`config.mk`:
```
export PLATFORM = sky130hd
export DESIGN_NAME = lcd_spi_responder
export DESIGN_NICKNAME = d
export VERILOG_FILES = /design/src/rtl/lcd_spi_pkg.sv /design/src/rtl/spi_byte_rx.sv /design/src/rtl/lcd_spi_responder.sv
export SDC_FILE = /design/constraint.sdc
export NUM_CORES = 1
export LEC_CHECK = 0
export ABC_AREA = 1
export BUFFER_PORTS_ARGS = -buffer_cell sky130_fd_sc_hd__buf_2
export CORE_ASPECT_RATIO = 1.1
export CORE_UTILIZATION = 45
export DETAILED_ROUTE_END_ITERATION = 12
export PLACE_DENSITY = 0.58
export SYNTH_ARGS = -nofsm -noshare
export SYNTH_HDL_FRONTEND = slang
export SYNTH_SLANG_ARGS = --single-unit
```
`constraint.sdc`:
```
create_clock -name i_clk_100MHz -period 4.1 [get_ports i_clk_100MHz]
set_input_delay 0 -clock i_clk_100MHz [delete_from_list [all_inputs] [get_ports i_clk_100MHz]]
set_output_delay 0 -clock i_clk_100MHz [all_outputs]
set_load 0.01 [all_outputs]
```
`src/rtl/lcd_spi_pkg.sv`:
```
// rtl/lcd_spi_pkg.sv - shared opcodes and decoder state type for the LCD SPI responder
package lcd_spi_pkg;

  localparam logic [7:0] CMD_CASET = 8'h2A;
  localparam logic [7:0] CMD_PASET = 8'h2B;
  localparam logic [7:0] CMD_RAMWR = 8'h2C;

  typedef enum logic [1:0] {IDLE, PARAM, PIX_HI, PIX_LO} lcd_rx_state_t;

endpackage

```
`src/rtl/spi_byte_rx.sv`:
```
// rtl/spi_byte_rx.sv - oversampling SPI mode-0 byte receiver (sync, SCK edge detect, shift register)
module spi_byte_rx #(
  parameter int SYNC_STAGES = 2
) (
  input  logic       clk_i,
  input  logic       rst_ni,
  input  logic       cs_i,
  input  logic       dcrs_i,
  input  logic       sdi_i,
  input  logic       sck_i,
  output logic       byte_valid_o,
  output logic [7:0] byte_o,
  output logic       dc_o
);

  logic [SYNC_STAGES-1:0] cs_sync_q, dc_sync_q, sdi_sync_q, sck_sync_q;
  logic                   sck_prev_q;
  logic [2:0]             bit_cnt_q;
  logic [6:0]             shift_q;
  logic                   valid_q;
  logic [7:0]             byte_q;
  logic                   dc_q;

  logic cs_s, dc_s, sdi_s, sck_s, sck_rise;

  assign cs_s     = cs_sync_q[SYNC_STAGES-1];
  assign dc_s     = dc_sync_q[SYNC_STAGES-1];
  assign sdi_s    = sdi_sync_q[SYNC_STAGES-1];
  assign sck_s    = sck_sync_q[SYNC_STAGES-1];
  // All four lines share the same synchroniser depth, so SDI keeps its setup relative to SCK.
  assign sck_rise = sck_s & ~sck_prev_q & ~cs_s;

  always_ff @(posedge clk_i or negedge rst_ni) begin
    if (!rst_ni) begin
      cs_sync_q  <= '1;
      dc_sync_q  <= '0;
      sdi_sync_q <= '0;
      sck_sync_q <= '0;
      sck_prev_q <= 1'b0;
      bit_cnt_q  <= 3'd0;
      shift_q    <= 7'd0;
      valid_q    <= 1'b0;
      byte_q     <= 8'd0;
      dc_q       <= 1'b0;
    end else begin
      cs_sync_q  <= {cs_sync_q[SYNC_STAGES-2:0], cs_i};
      dc_sync_q  <= {dc_sync_q[SYNC_STAGES-2:0], dcrs_i};
      sdi_sync_q <= {sdi_sync_q[SYNC_STAGES-2:0], sdi_i};
      sck_sync_q <= {sck_sync_q[SYNC_STAGES-2:0], sck_i};
      sck_prev_q <= sck_s;
      valid_q    <= 1'b0;
      // Deselect drops any partial byte; the counter restarts on the next select.
      if (cs_s) begin
        bit_cnt_q <= 3'd0;
      end else if (sck_rise) begin
        shift_q   <= {shift_q[5:0], sdi_s};
        bit_cnt_q <= bit_cnt_q + 3'd1;
        if (bit_cnt_q == 3'd7) begin
          valid_q <= 1'b1;
          byte_q  <= {shift_q, sdi_s};
          dc_q    <= dc_s;
        end
      end
    end
  end

  assign byte_valid_o = valid_q;
  assign byte_o       = byte_q;
  assign dc_o         = dc_q;

endmodule

```
`src/rtl/lcd_spi_responder.sv`:
```
// rtl/lcd_spi_responder.sv - LCD-side SPI command decoder with address window and pixel stream output
module lcd_spi_responder
  import lcd_spi_pkg::*;
#(
  parameter int WIDTH       = 320,
  parameter int HEIGHT      = 240,
  parameter int SYNC_STAGES = 2
) (
  input  logic        i_clk_100MHz,
  input  logic        i_rst_n,
  input  logic        i_cs,
  input  logic        i_dcrs,
  input  logic        i_sdi,
  input  logic        i_sck,
  output logic        o_cmd_valid,
  output logic [7:0]  o_cmd,
  output logic        o_pix_valid,
  output logic [15:0] o_pix_data,
  output logic [8:0]  o_x,
  output logic [7:0]  o_y,
  output logic        o_frame_start,
  output logic        o_frame_done,
  output logic        o_err
);

  logic       rx_valid;
  logic [7:0] rx_byte;
  logic       rx_dc;

  spi_byte_rx #(.SYNC_STAGES(SYNC_STAGES)) u_byte_rx (
    .clk_i        (i_clk_100MHz),
    .rst_ni       (i_rst_n),
    .cs_i         (i_cs),
    .dcrs_i       (i_dcrs),
    .sdi_i        (i_sdi),
    .sck_i        (i_sck),
    .byte_valid_o (rx_valid),
    .byte_o       (rx_byte),
    .dc_o         (rx_dc)
  );

  lcd_rx_state_t state_q, state_d;
  logic [1:0]  pcnt_q, pcnt_d;
  logic        is_y_q, is_y_d;
  logic [7:0]  p0_q, p0_d, p1_q, p1_d, p2_q, p2_d, hi_q, hi_d;
  logic [8:0]  xs_q, xs_d, xe_q, xe_d, x_q, x_d, ox_q, ox_d;
  logic [7:0]  ys_q, ys_d, ye_q, ye_d, y_q, y_d, oy_q, oy_d;
  logic [7:0]  cmd_q, cmd_d;
  logic [15:0] pix_q, pix_d;
  logic        cmd_v_q, cmd_v_d, pix_v_q, pix_v_d, fs_q, fs_d, fd_q, fd_d, err_q, err_d;

  logic [15:0] s_val, e_val, limit;
  logic        win_ok;

  // Window bounds are judged on the full 16-bit values before truncation to register width.
  assign s_val  = {p0_q, p1_q};
  assign e_val  = {p2_q, rx_byte};
  assign limit  = is_y_q ? 16'(HEIGHT) : 16'(WIDTH);
  assign win_ok = (s_val <= e_val) && (e_val < limit);

  always_ff @(posedge i_clk_100MHz or negedge i_rst_n) begin
    if (!i_rst_n) begin
      state_q <= IDLE;
      pcnt_q  <= 2'd0;
      is_y_q  <= 1'b0;
      p0_q    <= 8'd0;
      p1_q    <= 8'd0;
      p2_q    <= 8'd0;
      hi_q    <= 8'd0;
      xs_q    <= 9'd0;
      xe_q    <= 9'(WIDTH - 1);
      ys_q    <= 8'd0;
      ye_q    <= 8'(HEIGHT - 1);
      x_q     <= 9'd0;
      y_q     <= 8'd0;
      ox_q    <= 9'd0;
      oy_q    <= 8'd0;
      cmd_q   <= 8'h00;
      pix_q   <= 16'h0000;
      cmd_v_q <= 1'b0;
      pix_v_q <= 1'b0;
      fs_q    <= 1'b0;
      fd_q    <= 1'b0;
      err_q   <= 1'b0;
    end else begin
      state_q <= state_d;
      pcnt_q  <= pcnt_d;
      is_y_q  <= is_y_d;
      p0_q    <= p0_d;
      p1_q    <= p1_d;
      p2_q    <= p2_d;
      hi_q    <= hi_d;
      xs_q    <= xs_d;
      xe_q    <= xe_d;
      ys_q    <= ys_d;
      ye_q    <= ye_d;
      x_q     <= x_d;
      y_q     <= y_d;
      ox_q    <= ox_d;
      oy_q    <= oy_d;
      cmd_q   <= cmd_d;
      pix_q   <= pix_d;
      cmd_v_q <= cmd_v_d;
      pix_v_q <= pix_v_d;
      fs_q    <= fs_d;
      fd_q    <= fd_d;
      err_q   <= err_d;
    end
  end

  always_comb begin
    state_d = state_q;
    pcnt_d  = pcnt_q;
    is_y_d  = is_y_q;
    p0_d    = p0_q;
    p1_d    = p1_q;
    p2_d    = p2_q;
    hi_d    = hi_q;
    xs_d    = xs_q;
    xe_d    = xe_q;
    ys_d    = ys_q;
    ye_d    = ye_q;
    x_d     = x_q;
    y_d     = y_q;
    ox_d    = ox_q;
    oy_d    = oy_q;
    cmd_d   = cmd_q;
    pix_d   = pix_q;
    cmd_v_d = 1'b0;
    pix_v_d = 1'b0;
    fs_d    = 1'b0;
    fd_d    = 1'b0;
    err_d   = 1'b0;

    if (rx_valid && !rx_dc) begin
      cmd_v_d = 1'b1;
      cmd_d   = rx_byte;
      pcnt_d  = 2'd0;
      if (rx_byte == CMD_CASET || rx_byte == CMD_PASET) begin
        state_d = PARAM;
        is_y_d  = (rx_byte == CMD_PASET);
      end else if (rx_byte == CMD_RAMWR) begin
        state_d = PIX_HI;
        x_d     = xs_q;
        y_d     = ys_q;
        fs_d    = 1'b1;
      end else begin
        state_d = IDLE;
      end
    end else if (rx_valid) begin
      unique case (state_q)
        PARAM: begin
          pcnt_d = pcnt_q + 2'd1;
          unique case (pcnt_q)
            2'd0: p0_d = rx_byte;
            2'd1: p1_d = rx_byte;
            2'd2: p2_d = rx_byte;
            default: begin
              state_d = IDLE;
              if (!win_ok) begin
                err_d = 1'b1;
              end else if (is_y_q) begin
                ys_d = s_val[7:0];
                ye_d = e_val[7:0];
              end else begin
                xs_d = s_val[8:0];
                xe_d = e_val[8:0];
              end
            end
          endcase
        end
        PIX_HI: begin
          hi_d    = rx_byte;
          state_d = PIX_LO;
        end
        PIX_LO: begin
          pix_v_d = 1'b1;
          pix_d   = {hi_q, rx_byte};
          ox_d    = x_q;
          oy_d    = y_q;
          state_d = PIX_HI;
          if (x_q == xe_q) begin
            x_d = xs_q;
            if (y_q == ye_q) begin
              y_d  = ys_q;
              fd_d = 1'b1;
            end else begin
              y_d = y_q + 8'd1;
            end
          end else begin
            x_d = x_q + 9'd1;
          end
        end
        default: ;
      endcase
    end
  end

  assign o_cmd_valid   = cmd_v_q;
  assign o_cmd         = cmd_q;
  assign o_pix_valid   = pix_v_q;
  assign o_pix_data    = pix_q;
  assign o_x           = ox_q;
  assign o_y           = oy_q;
  assign o_frame_start = fs_q;
  assign o_frame_done  = fd_q;
  assign o_err         = err_q;

endmodule

```
* Word level (Yosys, flattened, before mapping)
Cells that the tools add are included.
Widths: inputs -> output; s select.
** Storage, ports and cells
- Bits of input ports :: 6
- Logic and storage cells :: 130
- Output and inout port bits :: 46
- Flip-flop bits (word level) :: 163
** Cells by class
- Order comparisons :: 2
- Mux-type cells :: 45
- Reductions and logical operators :: 26
- Bitwise operators :: 7
- Equality and inequality tests :: 14
- $add $sub $neg :: 4
** Operators by type and width (count)
- $mux 9 :: 7
- $mux 8 :: 7
- $eq 8x6->1 const B :: 3
- $mux 1 :: 20
- $le 16x16->1 :: 1
- $lt 16x9->1 :: 1
- $mux 2 :: 8
- $reduce_and 4->1 :: 4
- $reduce_and 3->1 :: 4
- $reduce_and 6->1 :: 2
- $reduce_bool 2->1 :: 5
- $add 9x1->9 const B :: 1
- $eq 9x9->1 :: 1
- $add 8x1->8 const B :: 1
- $eq 8x8->1 :: 1
- $eq 2x2->1 const B :: 3
- $mux 3 :: 2
- $pmux 2 s3 :: 1
- $reduce_and 2->1 :: 3
- $not 1->1 :: 5
- $reduce_and 5->1 :: 1
- $eq 2x1->1 const B :: 2
- $reduce_bool 4->1 :: 1
- $add 3x1->3 const B :: 1
- 11 further kinds :: 13

* Depth between registers and ports, before layout
- Word-level depth :: 8
- Mapped depth :: 16
- Gate-level depth less buffers :: 15

* Modules after synthesis
From an unflattened synthesis, not the netlist that was laid out.
** Unflattened totals
- Cells, all modules :: 795
- Area total of the unflattened synthesis :: 7539.7 µm²
** Modules (own cells, without submodules)
- lcd_spi_responder :: cells each 694, instances 1, sequential area each 3370.7 µm², area an instance 6438.7 µm²
- spi_byte_rx :: cells each 101, instances 1, sequential area each 728.2 µm², area an instance 1101.1 µm²

* Worst setup path before layout
No wires, ideal clock.
- Path kind :: register to register
- From :: reg is_y_q
- To :: reg xe_q[6]
- Arrival time :: 1.791 ns
- Stages on the path, launching flop included :: 11
- Setup slack :: 2.192 ns
- Buffers on the path :: 1
- Required time :: 3.983 ns
- Cell sequence :: dfrtp_1 -> inv_1 -> ha_1 -> a21boi_1 -> o21bai_2 -> nand2_1 -> a21oi_4 -> nand3_4 -> buf_6 -> nand2_1 -> nand2_1
** On the way
- Longest elaborated chain between the ends :: 4
** Ends and longest elaborated chain
- from (decl) :: RTL line lcd_spi_responder.sv:44 : logic is_y_q, is_y_d;
- from (signal assigned) :: RTL line lcd_spi_responder.sv:88 : is_y_q <= is_y_d;
- $mux 9 :: RTL line lcd_spi_responder.sv:58 : assign limit = is_y_q ? 16'(HEIGHT) : 16'(WIDTH);
- $lt 16x9->1 :: RTL line lcd_spi_responder.sv:59 : assign win_ok = (s_val <= e_val) && (e_val < limit);
- $logic_and 1x1->1 :: RTL line lcd_spi_responder.sv:59
- $reduce_and 6->1 (no source line) (*)
- to (signal assigned) :: RTL line lcd_spi_responder.sv:71 : xe_q <= 9'(WIDTH - 1);
- to (decl) :: RTL line lcd_spi_responder.sv:46 : logic [8:0] xs_q, xs_d, xe_q, xe_d, x_q, x_d, ox_q, ox_d;
Mark *: on every way between the ends. The rest lies on a longest branch, timed or not.
A chain may end at the register's enable or synchronous reset.

* Worst setup path after layout
- From :: reg u_byte_rx.byte_q[1] (netlist: u_byte_rx.byte_o[1])
- To :: reg xs_q[8]
** On the way
- Longest elaborated chain between the ends :: 3
** Ends and longest elaborated chain
- from (decl) :: RTL line spi_byte_rx.sv:21 : logic [7:0] byte_q;
- from (signal assigned) :: RTL line spi_byte_rx.sv:60 : byte_q <= {shift_q, sdi_s};
- $le 16x16->1 / $lt 16x9->1 (equally long branches) :: RTL line lcd_spi_responder.sv:59
- $logic_and 1x1->1 (*) :: RTL line lcd_spi_responder.sv:59
- $reduce_and 6->1 (no source line) (*)
- to (signal assigned) :: RTL line lcd_spi_responder.sv:93 : xs_q <= xs_d;
- to (decl) :: RTL line lcd_spi_responder.sv:46
Marks and branches as above.

==> flow_summary.html <==
<table>
<tr><th>Metric</th><th>Value</th></tr>
<tr><th colspan="2">CTS</th></tr>
<tr><td>Number of levels in the clock H-tree</td><td>4</td></tr>
<tr><td>Count of buffers added by post-CTS timing repair for setup</td><td>0</td></tr>
<tr><td>Number of sinks driven by the clock tree</td><td>163</td></tr>
<tr><td>Clock latency on the worst-skew pair</td><td>approximately 430 ps</td></tr>
<tr><td>Clock tree from TritonCTS</td><td>yes</td></tr>
<tr><td>Post_cts resized</td><td>0</td></tr>
<tr><td>Clk Tree Root Cell</td><td>clkbuf_16</td></tr>
<tr><td>Number of buffers created by CTS</td><td>17</td></tr>
<tr><td>Clock transition at path regs</td><td>60 ps</td></tr>
<tr><td>Buffers from clock root to sink, at most</td><td>2</td></tr>
<tr><th colspan="2">Critical path</th></tr>
<tr><td>Buffers &amp; Inverters on Critical Path</td><td>1</td></tr>
<tr><td>Critical Path End Type</td><td>register</td></tr>
<tr><td>Setup crit start kind</td><td>register</td></tr>
<tr><td>Top cell family by delay on the critical path</td><td>simple AND/OR/NAND/NOR gates</td></tr>
<tr><td>Req. time, crit path</td><td>~4400 ps</td></tr>
<tr><td>Worst R2R Path Depth</td><td>14</td></tr>
<tr><td>Chain of cells forming the critical path</td><td>clkinv_1, ha_1, nand2_1, nand2_1, nand2_1, nand2_1, nand2_1, nand2_1, nand2_1, nand2_1, nand2_2, nand3_4, nand2_1, nand2_1</td></tr>
<tr><td>Worst r2r src</td><td>u_byte_rx.byte_o[1]</td></tr>
<tr><td>CP max FO</td><td>37</td></tr>
<tr><td>Worst stage delay on the critical path</td><td>about 490 ps</td></tr>
<tr><td>CP Class</td><td>register to register</td></tr>
<tr><td>Crit Reg-Reg Endpoint</td><td>xs_q[8]</td></tr>
<tr><td>Critical path's most frequent cell</td><td>nand2_1</td></tr>
<tr><td>CP max-delay cell</td><td>nand2_2</td></tr>
<tr><td>Worst EP arrival</td><td>between 3000 and 4000 ps</td></tr>
<tr><td>Reg-to-reg setup timing slack</td><td>1200 ps</td></tr>
<tr><th colspan="2">Synthesis</th></tr>
<tr><td>Synthesized-area fraction occupied by adder cells</td><td>around 4.5%</td></tr>
<tr><td>Most area-consuming cells after synthesis</td><td>dfrtp_1 49%, nand2_1 11%, dfstp_2 5.6%</td></tr>
<tr><td>Post-Synthesis Cell Area</td><td>between 7000 and 8000 sq um</td></tr>
<tr><td>Share of flip-flops with an asynchronous set or reset after synthesis</td><td>100%</td></tr>
<tr><td>Combinational family with the most area after synthesis</td><td>simple AND/OR/NAND/NOR gates</td></tr>
<tr><td>Total number of yosys warnings</td><td>0</td></tr>
<tr><td>Net Count, Synth</td><td>between 800 and 900</td></tr>
<tr><td>Mean instance size in the synthesized netlist</td><td>9.43 sq um</td></tr>
<tr><td>Number of synthesized flops with an enable pin</td><td>0</td></tr>
<tr><td>Multiplexer share of the synthesized area</td><td>2.72%</td></tr>
<tr><td>Synth Area in Simple Gates</td><td>about a fifth</td></tr>
<tr><td>Most frequent cell after synthesis</td><td>nand2_1</td></tr>
<tr><td>Area fraction in compound gates after synthesis</td><td>under 10%</td></tr>
<tr><td>Top cell type's share of synthesized area</td><td>slightly below 50%</td></tr>
<tr><td>Distinct cell type count of the synthesized netlist</td><td>36</td></tr>
<tr><td>Most frequent cells after synthesis</td><td>215 x nand2_1, 147 x dfrtp_1, 72 x o21ai_0, 49 x inv_1, 46 x nor2_1</td></tr>
<tr><td>Area leader, netlist</td><td>dfrtp_1</td></tr>
<tr><td>Fraction of synthesized cell area in xor and xnor cells</td><td>under 10%</td></tr>
<tr><td>Synth Flop Type</td><td>dfrtp_1</td></tr>
<tr><td>Synthesized instance count</td><td>790</td></tr>
<tr><td>Post-synthesis sequential area ratio</td><td>55.0%</td></tr>
<tr><td>Yosys reg bits</td><td>around 160</td></tr>
<tr><th colspan="2">Flow run</th></tr>
<tr><td>Number of max-capacitance violations reported</td><td>0</td></tr>
<tr><th colspan="2">Global routing</th></tr>
<tr><td>Wire length of the first global-routing pass</td><td>roughly 28 mm</td></tr>
<tr><td>Combined global-route utilization of all metal layers</td><td>a little over a fifth</td></tr>
<tr><td>Pin count of the biggest net entering global routing</td><td>a little under 80</td></tr>
<tr><td>Vias in the first global route</td><td>5397</td></tr>
<tr><td>Grt ovf</td><td>0</td></tr>
<tr><td>Number of antenna violations at the first check in global routing</td><td>0</td></tr>
<tr><th colspan="2">Cells and area</th></tr>
<tr><td>Fraction of final layout cells sized beyond drive strength 1</td><td>~16%</td></tr>
<tr><td>Number of filler instances in the final layout</td><td>between 1000 and 1500</td></tr>
<tr><td>Relative area change from synthesis to final layout</td><td>13.4%</td></tr>
<tr><td>Area used by sequential logic in the layout</td><td>roughly 4100 sq um</td></tr>
<tr><td>Total area of multi-input combinational cells</td><td>a little under 3000 sq um</td></tr>
<tr><td>Number of nets in the finished design</td><td>870</td></tr>
<tr><td>Number of antenna cells inserted</td><td>0</td></tr>
<tr><th colspan="2">Timing</th></tr>
<tr><td>Unrepaired setup endpoints after global routing</td><td>no</td></tr>
<tr><td>Endpoints failing hold</td><td>0</td></tr>
<tr><td>Period Utilization, post-route</td><td>about 71%</td></tr>
<tr><td>Rel. slew slack</td><td>between 30% and 40%</td></tr>
<tr><td>Setup violations, final</td><td>0</td></tr>
<tr><td>Number of slew-limit violations in the final report</td><td>0</td></tr>
<tr><td>Worst Tran Pin Value</td><td>approximately 1000 ps</td></tr>
<tr><td>Tightest hold margin</td><td>between 150 and 200 ps</td></tr>
<tr><td>Final period demand of the worst path</td><td>between 2000 and 3000 ps</td></tr>
<tr><td>Total negative setup slack</td><td>0 ps</td></tr>
<tr><td>Post-route clock skew</td><td>between 10 and 15 ps</td></tr>
<tr><td>Fmax</td><td>approximately 340 MHz</td></tr>
<tr><th colspan="2">Floorplanning</th></tr>
<tr><td>Die area</td><td>17100 sq um</td></tr>
<tr><td>Placeable core region</td><td>15900 sq um</td></tr>
<tr><td>Die extent in x</td><td>between 100 and 150 um</td></tr>
<tr><td>Die height</td><td>roughly 140 um</td></tr>
<tr><td>Starting Density</td><td>approximately 47%</td></tr>
<tr><td>IO Pins</td><td>52</td></tr>
<tr><td>Site Rows</td><td>48</td></tr>
<tr><th colspan="2">Routing</th></tr>
<tr><td>Average wire length per cell after detail routing</td><td>between 15 and 20 um</td></tr>
<tr><td>Final routed wirelength across all metal layers</td><td>16.5 mm</td></tr>
<tr><td>Count of TritonRoute iterations in the first routing pass</td><td>5</td></tr>
<tr><td>Count of routing violations after the opening detailed-route iteration</td><td>~310</td></tr>
<tr><td>Remaining design rule violation count</td><td>0</td></tr>
<tr><td>Routed via count</td><td>between 5000 and 6000</td></tr>
<tr><td>Number of vias per cell</td><td>roughly 5.2</td></tr>
<tr><td>Remaining antenna violation count</td><td>0</td></tr>
<tr><th colspan="2">Worst hold path</th></tr>
<tr><td>Type of the most critical hold path</td><td>primary input to async pin</td></tr>
<tr><th colspan="2">Placed design</th></tr>
<tr><td>HPWL Detailed</td><td>about 12 mm</td></tr>
<tr><td>Number of buffers added on ports</td><td>between 50 and 60</td></tr>
<tr><td>Weighted congestion at the end of routability-driven global placement</td><td>between 0.8 and 0.9</td></tr>
<tr><th colspan="2">Pwr</th></tr>
<tr><td>Leakage dissipation</td><td>4.19 nW</td></tr>
<tr><td>Post-layout power</td><td>~3.3 mW</td></tr>
<tr><td>Peak supply drop</td><td>about 280 uV</td></tr>
<tr><td>Total power divided by cell area</td><td>roughly 390 nW/um^2</td></tr>
<tr><th colspan="2">Status</th></tr>
<tr><td>Result of the run</td><td>complete, no violations</td></tr>
</table>
[where the power goes]
part           switching, mW  total, mW  internal, mW  leakage (nW)
clock                  0.646       1.56         0.915         0.270
sequential           0.00978       1.64          1.63          2.20
combinational         0.0479     0.0633        0.0154          1.72
total                  0.704       3.27          2.56          4.19
[routing by layer]
metal  wire [um]  part of all wire [%]  global-route usage (%)
met1        7500                    45                    26.5
met2        8170                    49                    35.3
met3         499                   3.0                    3.79
met4         352                   2.1                    8.63
met5           0                     0                       0
[worst reg2reg max path, stage by stage, from the launching register on]
cell      delay, ps
dfrtp_1         480
clkinv_1        410
ha_1            450
nand2_1          70
nand2_1          50
nand2_1          50
nand2_1          40
nand2_1          60
nand2_1          50
nand2_1          60
nand2_1          60
nand2_2         490
nand3_4         330
nand2_1         150
nand2_1          60
[cell usage in the layout, fill, tap and decap left out, drive strengths merged, types with 18 or more instances in the layout]
cell | synthesis | final
ha | 27 | 27
nor2 | 49 | 49
nand4 | 38 | 38
nand3 | 34 | 34
nand2 | 221 | 221
mux2 | 18 | 18
buf | 21 | 54
dfrtp | 147 | 147
o21ai | 74 | 74
a21oi | 36 | 36
clkbuf | 10 | 21
inv | 53 | 54
[registers in the layout, indices dropped and copies added, names as in the netlist, 3 cells and up]
register / flops
o_pix_data: 16
o_x: 9
x_q: 9
xe_q: 9
xs_q: 9
hi_q: 8
o_cmd: 8
o_y: 8
p0_q: 8
p1_q: 8
p2_q: 8
u_byte_rx.byte_o: 8
y_q: 8
ye_q: 8
ys_q: 8
u_byte_rx.shift_q: 7
u_byte_rx.bit_cnt_q: 3
[stage by stage]
| stage | setup WS, ps | utilization (%) | std cells | instance area (sq um) |
|---|---|---|---|---|
| 2_1_floorplan | 2190 | - | 790 | 7450 |
| 3_3_place_gp | 1270 | 49.1 | 1013 | 7820 |
| 3_5_place_dp | 1200 | 49.1 | 1013 | 7820 |
| 4_1_cts | 1190 | 53.1 | 1050 | 8450 |
| 5_1_grt | 960 | 53.1 | 1050 | 8450 |
| 6_report | 1200 | 53.1 | 1050 | 8450 |
[cells by family (layout without fill, tap and decap cells)]
| family | Yosys count | in the layout |
|---|---|---|
| and+or+nand+nor | 352 | 352 |
| muxes | 18 | 18 |
| buffers and inverters | 86 | 146 |
| xor gates and xnor gates | 28 | 28 |
| DFF | 163 | 163 |
| AOI/OAI and AO/OA | 116 | 116 |
| adders and majority gates | 27 | 27 |
[cell type report]
cell class              count  share of cell area, %
repair buffers             59                   3.95
well taps                 200                   2.96
inverters                  55                   2.44
flip-flops and latches    163                   48.5
clock inverters            11                   1.54
clock buffers              21                   5.33
multi-input cells         541                   35.2
[worst max-delay path by stage]
stage / endpoint / from / depth (start not counted) / slack (ps)
CTS: xs_q[8] / u_byte_rx.byte_o[1] / 14 / 1190
floorplan: xe_q[6] / is_y_q / 10 / 2190
finish: xs_q[8] / u_byte_rx.byte_o[1] / 14 / 1200
global placement: xs_q[2] / u_byte_rx.byte_o[1] / 14 / 1270
global route: xs_q[3] / u_byte_rx.byte_o[1] / 14 / 960
detailed placement: xs_q[8] / u_byte_rx.byte_o[1] / 14 / 1200
[what timing repair did]
item,in CTS,in global routing
setup endpoints to repair,0,0
endpoints found under the hold margin,80,0
hold buffers,5,0
Power figures use the tool's default switching activity.
